### config.mk
export PLATFORM = sky130hd
export DESIGN_NAME = alu_rr_scheduler_flat
export DESIGN_NICKNAME = d
export VERILOG_FILES = /design/src/rtl/alu_rr_scheduler_if.sv /design/src/rtl/alu_rr_scheduler.sv /design/src/flat_wrapper.sv
export SDC_FILE = /design/constraint.sdc
export NUM_CORES = 1
export LEC_CHECK = 0
export BUFFER_PORTS_ARGS = -buffer_cell sky130_fd_sc_hd__buf_4
export CAP_MARGIN = 20
export CORE_MARGIN = 8
export CORE_UTILIZATION = 30
export CTS_CLUSTER_DIAMETER = 80
export DETAILED_ROUTE_END_ITERATION = 10
export SLEW_MARGIN = 5
export SYNTH_ARGS = -nofsm -noshare
export SYNTH_HDL_FRONTEND = slang
export SYNTH_SLANG_ARGS = --single-unit
### constraint.sdc
create_clock -name clk -period 3.3 [get_ports clk]
set_clock_uncertainty 0.05 [all_clocks]
set_input_delay 0.99 -clock clk [delete_from_list [all_inputs] [get_ports clk]]
set_output_delay 0.99 -clock clk [all_outputs]
set_load 0.05 [all_outputs]
### src/rtl/alu_rr_scheduler_if.sv
// Bundles the two requester channels, the shared-ALU wiring and the response channel.
// The slave modport is the scheduler's view; master is the surrounding logic's view.
interface alu_rr_scheduler_if #(
  parameter int WIDTH = 16,
  parameter int OPW   = 4,
  parameter int CNTW  = 16
);
  logic             req0_valid;
  logic             req0_ready;
  logic [WIDTH-1:0] req0_a;
  logic [WIDTH-1:0] req0_b;
  logic [OPW-1:0]   req0_op;

  logic             req1_valid;
  logic             req1_ready;
  logic [WIDTH-1:0] req1_a;
  logic [WIDTH-1:0] req1_b;
  logic [OPW-1:0]   req1_op;

  logic [WIDTH-1:0] alu_a;
  logic [WIDTH-1:0] alu_b;
  logic [OPW-1:0]   alu_sel;
  logic [WIDTH-1:0] alu_y;
  logic [5:0]       alu_flags;

  logic             resp_valid;
  logic             resp_ready;
  logic             resp_id;
  logic [WIDTH-1:0] resp_y;
  logic [5:0]       resp_flags;
  logic             resp_dz;

  logic [CNTW-1:0]  cnt0;
  logic [CNTW-1:0]  cnt1;

  modport slave (
    input  req0_valid, req0_a, req0_b, req0_op,
    output req0_ready,
    input  req1_valid, req1_a, req1_b, req1_op,
    output req1_ready,
    output alu_a, alu_b, alu_sel,
    input  alu_y, alu_flags,
    output resp_valid, resp_id, resp_y, resp_flags, resp_dz,
    input  resp_ready,
    output cnt0, cnt1
  );

  modport master (
    output req0_valid, req0_a, req0_b, req0_op,
    input  req0_ready,
    output req1_valid, req1_a, req1_b, req1_op,
    input  req1_ready,
    input  alu_a, alu_b, alu_sel,
    output alu_y, alu_flags,
    input  resp_valid, resp_id, resp_y, resp_flags, resp_dz,
    output resp_ready,
    input  cnt0, cnt1
  );
endinterface

### src/rtl/alu_rr_scheduler.sv
// Round-robin share of one external ALU between two requesters; handshake at T -> response at T+2.
// Backpressure: a stalled response holds the FSM in RESP, so neither requester is readied until it drains.
module alu_rr_scheduler #(
  parameter int WIDTH = 16,
  parameter int OPW   = 4,
  parameter int CNTW  = 16
) (
  input logic                clk,
  input logic                rst,
  alu_rr_scheduler_if.slave  bus
);

  localparam logic [1:0] IDLE = 2'd0;
  localparam logic [1:0] EXEC = 2'd1;
  localparam logic [1:0] RESP = 2'd2;

  localparam logic [OPW-1:0] OP_DIV = OPW'(3);
  localparam logic [OPW-1:0] OP_MOD = OPW'(4);

  logic [1:0]       state;
  logic             last_grant;
  logic             grant;
  logic             take0;
  logic             take1;
  logic             div_zero;

  logic [WIDTH-1:0] opnd_a;
  logic [WIDTH-1:0] opnd_b;
  logic [OPW-1:0]   opnd_sel;
  logic             opnd_id;

  logic             resp_valid_q;
  logic             resp_id_q;
  logic [WIDTH-1:0] resp_y_q;
  logic [5:0]       resp_flags_q;
  logic             resp_dz_q;
  logic [CNTW-1:0]  cnt0_q;
  logic [CNTW-1:0]  cnt1_q;

  // With both valid, the requester that did not win last time gets the slot.
  always_comb begin
    grant = 1'b0;
    if (bus.req0_valid && bus.req1_valid) begin
      grant = ~last_grant;
    end else if (bus.req1_valid) begin
      grant = 1'b1;
    end
  end

  assign take0 = (state == IDLE) && bus.req0_valid && !grant;
  assign take1 = (state == IDLE) && bus.req1_valid && grant;

  assign div_zero = ((opnd_sel == OP_DIV) || (opnd_sel == OP_MOD)) && (opnd_b == '0);

  always_ff @(posedge clk) begin
    if (rst) begin
      state        <= IDLE;
      last_grant   <= 1'b1;
      opnd_a       <= '0;
      opnd_b       <= '0;
      opnd_sel     <= '0;
      opnd_id      <= 1'b0;
      resp_valid_q <= 1'b0;
      resp_id_q    <= 1'b0;
      resp_y_q     <= '0;
      resp_flags_q <= '0;
      resp_dz_q    <= 1'b0;
      cnt0_q       <= '0;
      cnt1_q       <= '0;
    end else begin
      case (state)
        IDLE: begin
          if (take0 || take1) begin
            opnd_a     <= take1 ? bus.req1_a  : bus.req0_a;
            opnd_b     <= take1 ? bus.req1_b  : bus.req0_b;
            opnd_sel   <= take1 ? bus.req1_op : bus.req0_op;
            opnd_id    <= take1;
            last_grant <= take1;
            state      <= EXEC;
          end
        end
        EXEC: begin
          resp_y_q     <= div_zero ? '1 : bus.alu_y;
          resp_flags_q <= bus.alu_flags;
          resp_id_q    <= opnd_id;
          resp_dz_q    <= div_zero;
          resp_valid_q <= 1'b1;
          state        <= RESP;
        end
        RESP: begin
          if (bus.resp_ready) begin
            resp_valid_q <= 1'b0;
            if (resp_id_q) begin
              if (cnt1_q != '1) cnt1_q <= cnt1_q + CNTW'(1);
            end else begin
              if (cnt0_q != '1) cnt0_q <= cnt0_q + CNTW'(1);
            end
            state <= IDLE;
          end
        end
        default: state <= IDLE;
      endcase
    end
  end

  assign bus.req0_ready = take0;
  assign bus.req1_ready = take1;

  assign bus.alu_a   = opnd_a;
  assign bus.alu_b   = opnd_b;
  assign bus.alu_sel = opnd_sel;

  assign bus.resp_valid = resp_valid_q;
  assign bus.resp_id    = resp_id_q;
  assign bus.resp_y     = resp_y_q;
  assign bus.resp_flags = resp_flags_q;
  assign bus.resp_dz    = resp_dz_q;
  assign bus.cnt0       = cnt0_q;
  assign bus.cnt1       = cnt1_q;

endmodule

### src/flat_wrapper.sv
// flat-port wrapper written by rule: the top's interface ports become plain ports
module alu_rr_scheduler_flat 
#(
  parameter int WIDTH = 16,
  parameter int OPW   = 4,
  parameter int CNTW  = 16
)
  (clk, rst, bus_req0_valid, bus_req0_a, bus_req0_b, bus_req0_op, bus_req0_ready, bus_req1_valid, bus_req1_a, bus_req1_b, bus_req1_op, bus_req1_ready, bus_alu_a, bus_alu_b, bus_alu_sel, bus_alu_y, bus_alu_flags, bus_resp_valid, bus_resp_id, bus_resp_y, bus_resp_flags, bus_resp_dz, bus_resp_ready, bus_cnt0, bus_cnt1);
  alu_rr_scheduler_if #(.WIDTH(WIDTH), .OPW(OPW), .CNTW(CNTW)) bus_i ();
  input logic clk;
  input logic rst;
  input wire logic [$bits(bus_i.req0_valid)-1:0] bus_req0_valid;
  input wire logic [$bits(bus_i.req0_a)-1:0] bus_req0_a;
  input wire logic [$bits(bus_i.req0_b)-1:0] bus_req0_b;
  input wire logic [$bits(bus_i.req0_op)-1:0] bus_req0_op;
  output wire logic [$bits(bus_i.req0_ready)-1:0] bus_req0_ready;
  input wire logic [$bits(bus_i.req1_valid)-1:0] bus_req1_valid;
  input wire logic [$bits(bus_i.req1_a)-1:0] bus_req1_a;
  input wire logic [$bits(bus_i.req1_b)-1:0] bus_req1_b;
  input wire logic [$bits(bus_i.req1_op)-1:0] bus_req1_op;
  output wire logic [$bits(bus_i.req1_ready)-1:0] bus_req1_ready;
  output wire logic [$bits(bus_i.alu_a)-1:0] bus_alu_a;
  output wire logic [$bits(bus_i.alu_b)-1:0] bus_alu_b;
  output wire logic [$bits(bus_i.alu_sel)-1:0] bus_alu_sel;
  input wire logic [$bits(bus_i.alu_y)-1:0] bus_alu_y;
  input wire logic [$bits(bus_i.alu_flags)-1:0] bus_alu_flags;
  output wire logic [$bits(bus_i.resp_valid)-1:0] bus_resp_valid;
  output wire logic [$bits(bus_i.resp_id)-1:0] bus_resp_id;
  output wire logic [$bits(bus_i.resp_y)-1:0] bus_resp_y;
  output wire logic [$bits(bus_i.resp_flags)-1:0] bus_resp_flags;
  output wire logic [$bits(bus_i.resp_dz)-1:0] bus_resp_dz;
  input wire logic [$bits(bus_i.resp_ready)-1:0] bus_resp_ready;
  output wire logic [$bits(bus_i.cnt0)-1:0] bus_cnt0;
  output wire logic [$bits(bus_i.cnt1)-1:0] bus_cnt1;
  assign bus_i.req0_valid = bus_req0_valid;
  assign bus_i.req0_a = bus_req0_a;
  assign bus_i.req0_b = bus_req0_b;
  assign bus_i.req0_op = bus_req0_op;
  assign bus_req0_ready = bus_i.req0_ready;
  assign bus_i.req1_valid = bus_req1_valid;
  assign bus_i.req1_a = bus_req1_a;
  assign bus_i.req1_b = bus_req1_b;
  assign bus_i.req1_op = bus_req1_op;
  assign bus_req1_ready = bus_i.req1_ready;
  assign bus_alu_a = bus_i.alu_a;
  assign bus_alu_b = bus_i.alu_b;
  assign bus_alu_sel = bus_i.alu_sel;
  assign bus_i.alu_y = bus_alu_y;
  assign bus_i.alu_flags = bus_alu_flags;
  assign bus_resp_valid = bus_i.resp_valid;
  assign bus_resp_id = bus_i.resp_id;
  assign bus_resp_y = bus_i.resp_y;
  assign bus_resp_flags = bus_i.resp_flags;
  assign bus_resp_dz = bus_i.resp_dz;
  assign bus_i.resp_ready = bus_resp_ready;
  assign bus_cnt0 = bus_i.cnt0;
  assign bus_cnt1 = bus_i.cnt1;
  alu_rr_scheduler #(.WIDTH(WIDTH), .OPW(OPW), .CNTW(CNTW)) u_core (.clk(clk), .rst(rst), .bus(bus_i));
endmodule
Word-level counts from Yosys, hierarchy flattened

Cells that the tools add are included.

Register bits: 97
Output and inout bits: 95

$add $sub $neg: 2
Equality and inequality tests: 8
Mux-type cells: 11
Bitwise gates (word level): 2
Reductions and logical operators: 17

Operators with widths:

| cell                    | number |
|---|---|
| $mux W16                | 3 |
| $add A16 B1 Y16 const B | 2 |
| $ne A16 B16 Y1 const B  | 2 |
| $logic_not A16 Y1       | 1 |
| $reduce_and A4 Y1       | 2 |
| $logic_and A1 B1 Y1     | 6 |
| $pmux W2 S3             | 1 |
| $reduce_and A2 Y1       | 3 |
| $eq A4 B2 Y1 const B    | 1 |
| $eq A4 B3 Y1 const B    | 1 |
| $mux W2                 | 2 |
| $mux W4                 | 1 |
| $ne A2 B2 Y1 const B    | 2 |
| $mux W1                 | 3 |
| $eq A2 B1 Y1 const B    | 1 |
| $eq A2 B2 Y1 const B    | 1 |
| $logic_not A2 Y1        | 1 |
| $logic_or A1 B1 Y1      | 2 |
| $not A1 Y1              | 2 |
| $pmux W1 S2             | 1 |
| $reduce_bool A2 Y1      | 1 |
| $logic_not A1 Y1        | 1 |

Depth between registers and ports, before layout

Depth in word-level cells: 7
Gate-level depth with buffers: 7

Worst setup path after synthesis

Ideal clock, no wire load.

Path type: input port to output port
Start point: in bus_req0_valid
End point: out bus_req0_ready
Data arrival time: 2.350 ns
Required time: 2.260 ns
Slack: -0.090 ns
Stages: 5
Cells stage by stage: or3b_2 -> a21o_1 -> clkbuf_1 -> buf_1 -> inv_1

Longest elaborated chain between the ends: 4
Elaborated cells on any way between the ends: 5

Ends and longest elaborated chain:

| element               | RTL line               | source |
|---|---|---|
| from (decl)           | flat_wrapper.sv:12     | `input wire logic [$bits(bus_i.req0_valid)-1:0] bus_req0_valid;` |
| $logic_and A1 B1 Y1   | alu_rr_scheduler.sv:43 | `if (bus.req0_valid && bus.req1_valid) begin` |
| $mux W1               | alu_rr_scheduler.sv:43 |  |
| $logic_not A1 Y1      | alu_rr_scheduler.sv:50 | `assign take0 = (state == IDLE) && bus.req0_valid && !grant;` |
| $logic_and A1 B1 Y1 * | alu_rr_scheduler.sv:50 |  |
| to (decl)             | flat_wrapper.sv:16     | `output wire logic [$bits(bus_i.req0_ready)-1:0] bus_req0_ready;` |

Every way passes the cells marked *; elsewhere a longest branch is shown, timed or not.

Worst setup path after layout

Same ends and word-level chain as after synthesis.

==> results.json <==
{
  "cpPeakStageDelay_ps": 480,
  "min_delay_worst_endpoint": "u_core.opnd_id$_SDFFE_PP0P_",
  "fin_nets": 773,
  "synth_xor_area_frac": 0.00211,
  "drv_cap": 0,
  "wl_um": 13800,
  "crit_top_cell": "buf_4",
  "hold_buffers": 0,
  "crit_chain": "buf_4 -> or3b_2 -> a21o_1 -> inv_2 -> buf_4",
  "ys_warn_count": 0,
  "min-delay-start": "u_core.opnd_id$_SDFFE_PP0P_",
  "netlist_area_um2": 4150,
  "chipHeight_um": 134,
  "cts_buffer_depth": 2,
  "syn-num-nets": 598,
  "slew_violations": 0,
  "viasPerCell": 5.06,
  "hpwlAfterDp_um": 10400,
  "cp.arrival_ps": 1990,
  "rr_worst_depth": 5,
  "row_count": 43,
  "insertion_delay_ps": 340,
  "synth-simple-area-share": 0.282,
  "grtUsageMet3": 0.0655,
  "antenna_cells": 0,
  "via_count": 4326,
  "dieArea_um2": 17800,
  "cts.sinks": 97,
  "drt_iter0_markers": 211,
  "place.gp.congestion": 0.758,
  "relSlewSlack": 0.344,
  "reg2reg_setup_slack_ps": 1010,
  "synthFlopType": "dfxtp_1",
  "yosysSeqAreaShare": 0.468,
  "cp.required_ps": 2260,
  "p_leak_nw": 2.55,
  "ys_async_sr_fraction": 0,
  "period_share": 0.917,
  "multi_input_area_um2": 2030,
  "grt_remaining_overflow": 0,
  "remaining_drc_errors": 0,
  "cts_setup_buffers": 0,
  "portBuffers": 193,
  "synth_edf_count": 0,
  "final_cell_mix": "buf_4, dfxtp_1, nor2_1",
  "grtUsageMet1": 0.169,
  "die_w_um": 134,
  "grt_pass1_vias": 4472,
  "antenna_found_initial": 0,
  "final_common_cell": "buf_4",
  "cp_max_fo": 3,
  "ant_nets": 0,
  "fmax_mhz": 330,
  "grt_setup_unrepaired": "no",
  "critPathLaunchType": "primary input",
  "num-fill-cells": 1380,
  "synth_top_family_by_area": "simple AND/OR/NAND/NOR gates",
  "r2r-end": "u_core.bus.cnt0[6]$_SDFFE_PP0P_",
  "ctsResizeCount": 0,
  "busiest_layer": "met2",
  "hold_path_class": "flip-flop to flip-flop",
  "setup-tns-final_ps": 0,
  "reg2reg_from": "u_core.bus.cnt0[0]$_SDFFE_PP0P_",
  "worst_pin_slew_ps": 972,
  "crit_slowest_cell": "or3b_2",
  "clkTransAtPathRegs_ps": 60,
  "track_usage": 0.153,
  "synth.area.mux_share": 0.0184,
  "ir_worst_vdd_v": 0.000276,
  "setup_viol_count_final": 0,
  "syn_inst": 497,
  "dp_worst_setup_slack_ps": 270,
  "core_area_um2": 13700,
  "ios": 194,
  "use_met2": 0.256,
  "cts_root_buffer": "clkbuf_16",
  "grt_pass1_wl_um": 22400,
  "drt_pass1_iterations": 4,
  "drive_above_1_share": 0.345,
  "synth.distinct_cells": 43,
  "routedWlPerCell_um": 16.1,
  "min_delay_path_depth": 2,
  "synth_compound_area_frac": 0.180,
  "hold_viol": 0,
  "period_needed_ps": 3030,
  "crit_type": "primary input to output pin",
  "syn_area_per_cell_um2": 8.35,
  "cts-htree-levels": 3,
  "area_delta_synth_final_pct": 45.1,
  "holdWs_ps": 405,
  "start_util": 0.302,
  "regArea_um2": 1940,
  "cts_tree": "yes",
  "powerDensity_nw_per_um2": 542,
  "cts_buffers": 9,
  "ys_ff_latch": 97,
  "grt_max_degree": 62,
  "outcome": "completed",
  "synth_fa_ha_area_frac": 0.00603,
  "worst_setup_path_end_kind": "output pin",
  "worst_slack_ps": 274
}
cells by family (layout without fill, tap and decap cells):
logic type	after synthesis	after routing
adder cells (fa/ha/maj)	2	2
flip-flops	97	97
XOR/XNOR	1	1
buffers and inverters	44	222
AND/OR/NAND/NOR	227	227
multiplexers	7	7
AO/OA/AOI/OAI	119	119
registers in the layout (all words and copies together), names as in the netlist, 2 cells and up:
signal and cells:
u_core.bus.alu_a 16, u_core.bus.alu_b 16, u_core.bus.alu_sel 4, u_core.bus.cnt0 16, u_core.bus.cnt1 16, u_core.bus.resp_flags 6
u_core.bus.resp_y 16, u_core.state 2
worst max-delay path by stage:
stage	depth (start not counted)	startpoint	to
CTS	5	bus_req0_valid	bus_req0_ready
detailed placement	5	bus_req0_valid	bus_req0_ready
floorplan	5	bus_req0_valid	bus_req0_ready
global route	5	bus_req0_valid	bus_req0_ready
finish	5	bus_req0_valid	bus_req0_ready
global placement	5	bus_req0_valid	bus_req0_ready
layer usage:
metal / vias to the layer above / part of all wire
met5: - / 0
met4: 0 / 0.016
met3: 15 / 0.092
met2: 153 / 0.48
met1: 2012 / 0.41
li1: 2146 / -
Yosys cell counts (2+ instances only):
| library cell | instances | area [um^2] |
|---|---|---|
| o21a_1 | 17 | 128 |
| ha_1 | 2 | 25.0 |
| or3b_2 | 4 | 35.0 |
| or3_1 | 10 | 62.6 |
| a21o_1 | 2 | 15.0 |
| and4_1 | 4 | 35.0 |
| a21oi_1 | 35 | 175 |
| nand4_1 | 11 | 68.8 |
| o31ai_1 | 13 | 97.6 |
| or4_1 | 11 | 82.6 |
| nor2_1 | 81 | 304 |
| or3_2 | 2 | 15.0 |
| mux2_2 | 5 | 56.3 |
| and3_1 | 2 | 12.5 |
| nand3_1 | 8 | 40.0 |
| dfxtp_1 | 97 | 1940 |
| nand2b_1 | 3 | 18.8 |
| nor4_1 | 7 | 43.8 |
| nand2_1 | 28 | 105 |
| buf_1 | 4 | 15.0 |
| inv_1 | 8 | 30.0 |
| a211oi_1 | 2 | 15.0 |
| nor2b_1 | 8 | 50.1 |
| o22ai_1 | 37 | 231 |
| o21ai_0 | 8 | 40.0 |
| buf_6 | 2 | 22.5 |
| mux2i_1 | 2 | 20.0 |
| nor3_1 | 40 | 200 |
| clkbuf_1 | 29 | 109 |
| nor4_2 | 2 | 25.0 |
where the power goes:
part / switching, mW / internal, mW
Clock: 0.443 / 0.596
Sequential: 0.0692 / 1.27
Combinational: 0.579 / 0.306
metrics by stage:
step / instances / instance area (um^2) / utilization / power (mW)
after floorplan: 497 / 4150 / - / 1.93
after global placement: 841 / 5740 / 0.418 / 2.25
after detailed placement: 841 / 5740 / 0.418 / 2.26
after CTS: 855 / 6020 / 0.439 / 3.30
after global routing: 855 / 6020 / 0.439 / 3.42
final: 855 / 6020 / 0.439 / 3.26
cell type report:
| class | instances | area share |
|---|---|---|
| clock buffers | 10 | 0.0397 |
| clock inverters | 4 | 0.00748 |
| inverters | 8 | 0.00499 |
| multi-input cells | 356 | 0.336 |
| flip-flops and latches | 97 | 0.323 |
| well taps | 180 | 0.0374 |
| repair buffers | 200 | 0.251 |
worst max-delay path: cells and delay by family:
family | cells | cell delay (ps)
and+or+nand+nor | 1 | 480
buffers and inverters | 3 | 330
AOI/OAI and AO/OA | 1 | 190
Note: power is estimated with default switching activity, not from simulation.
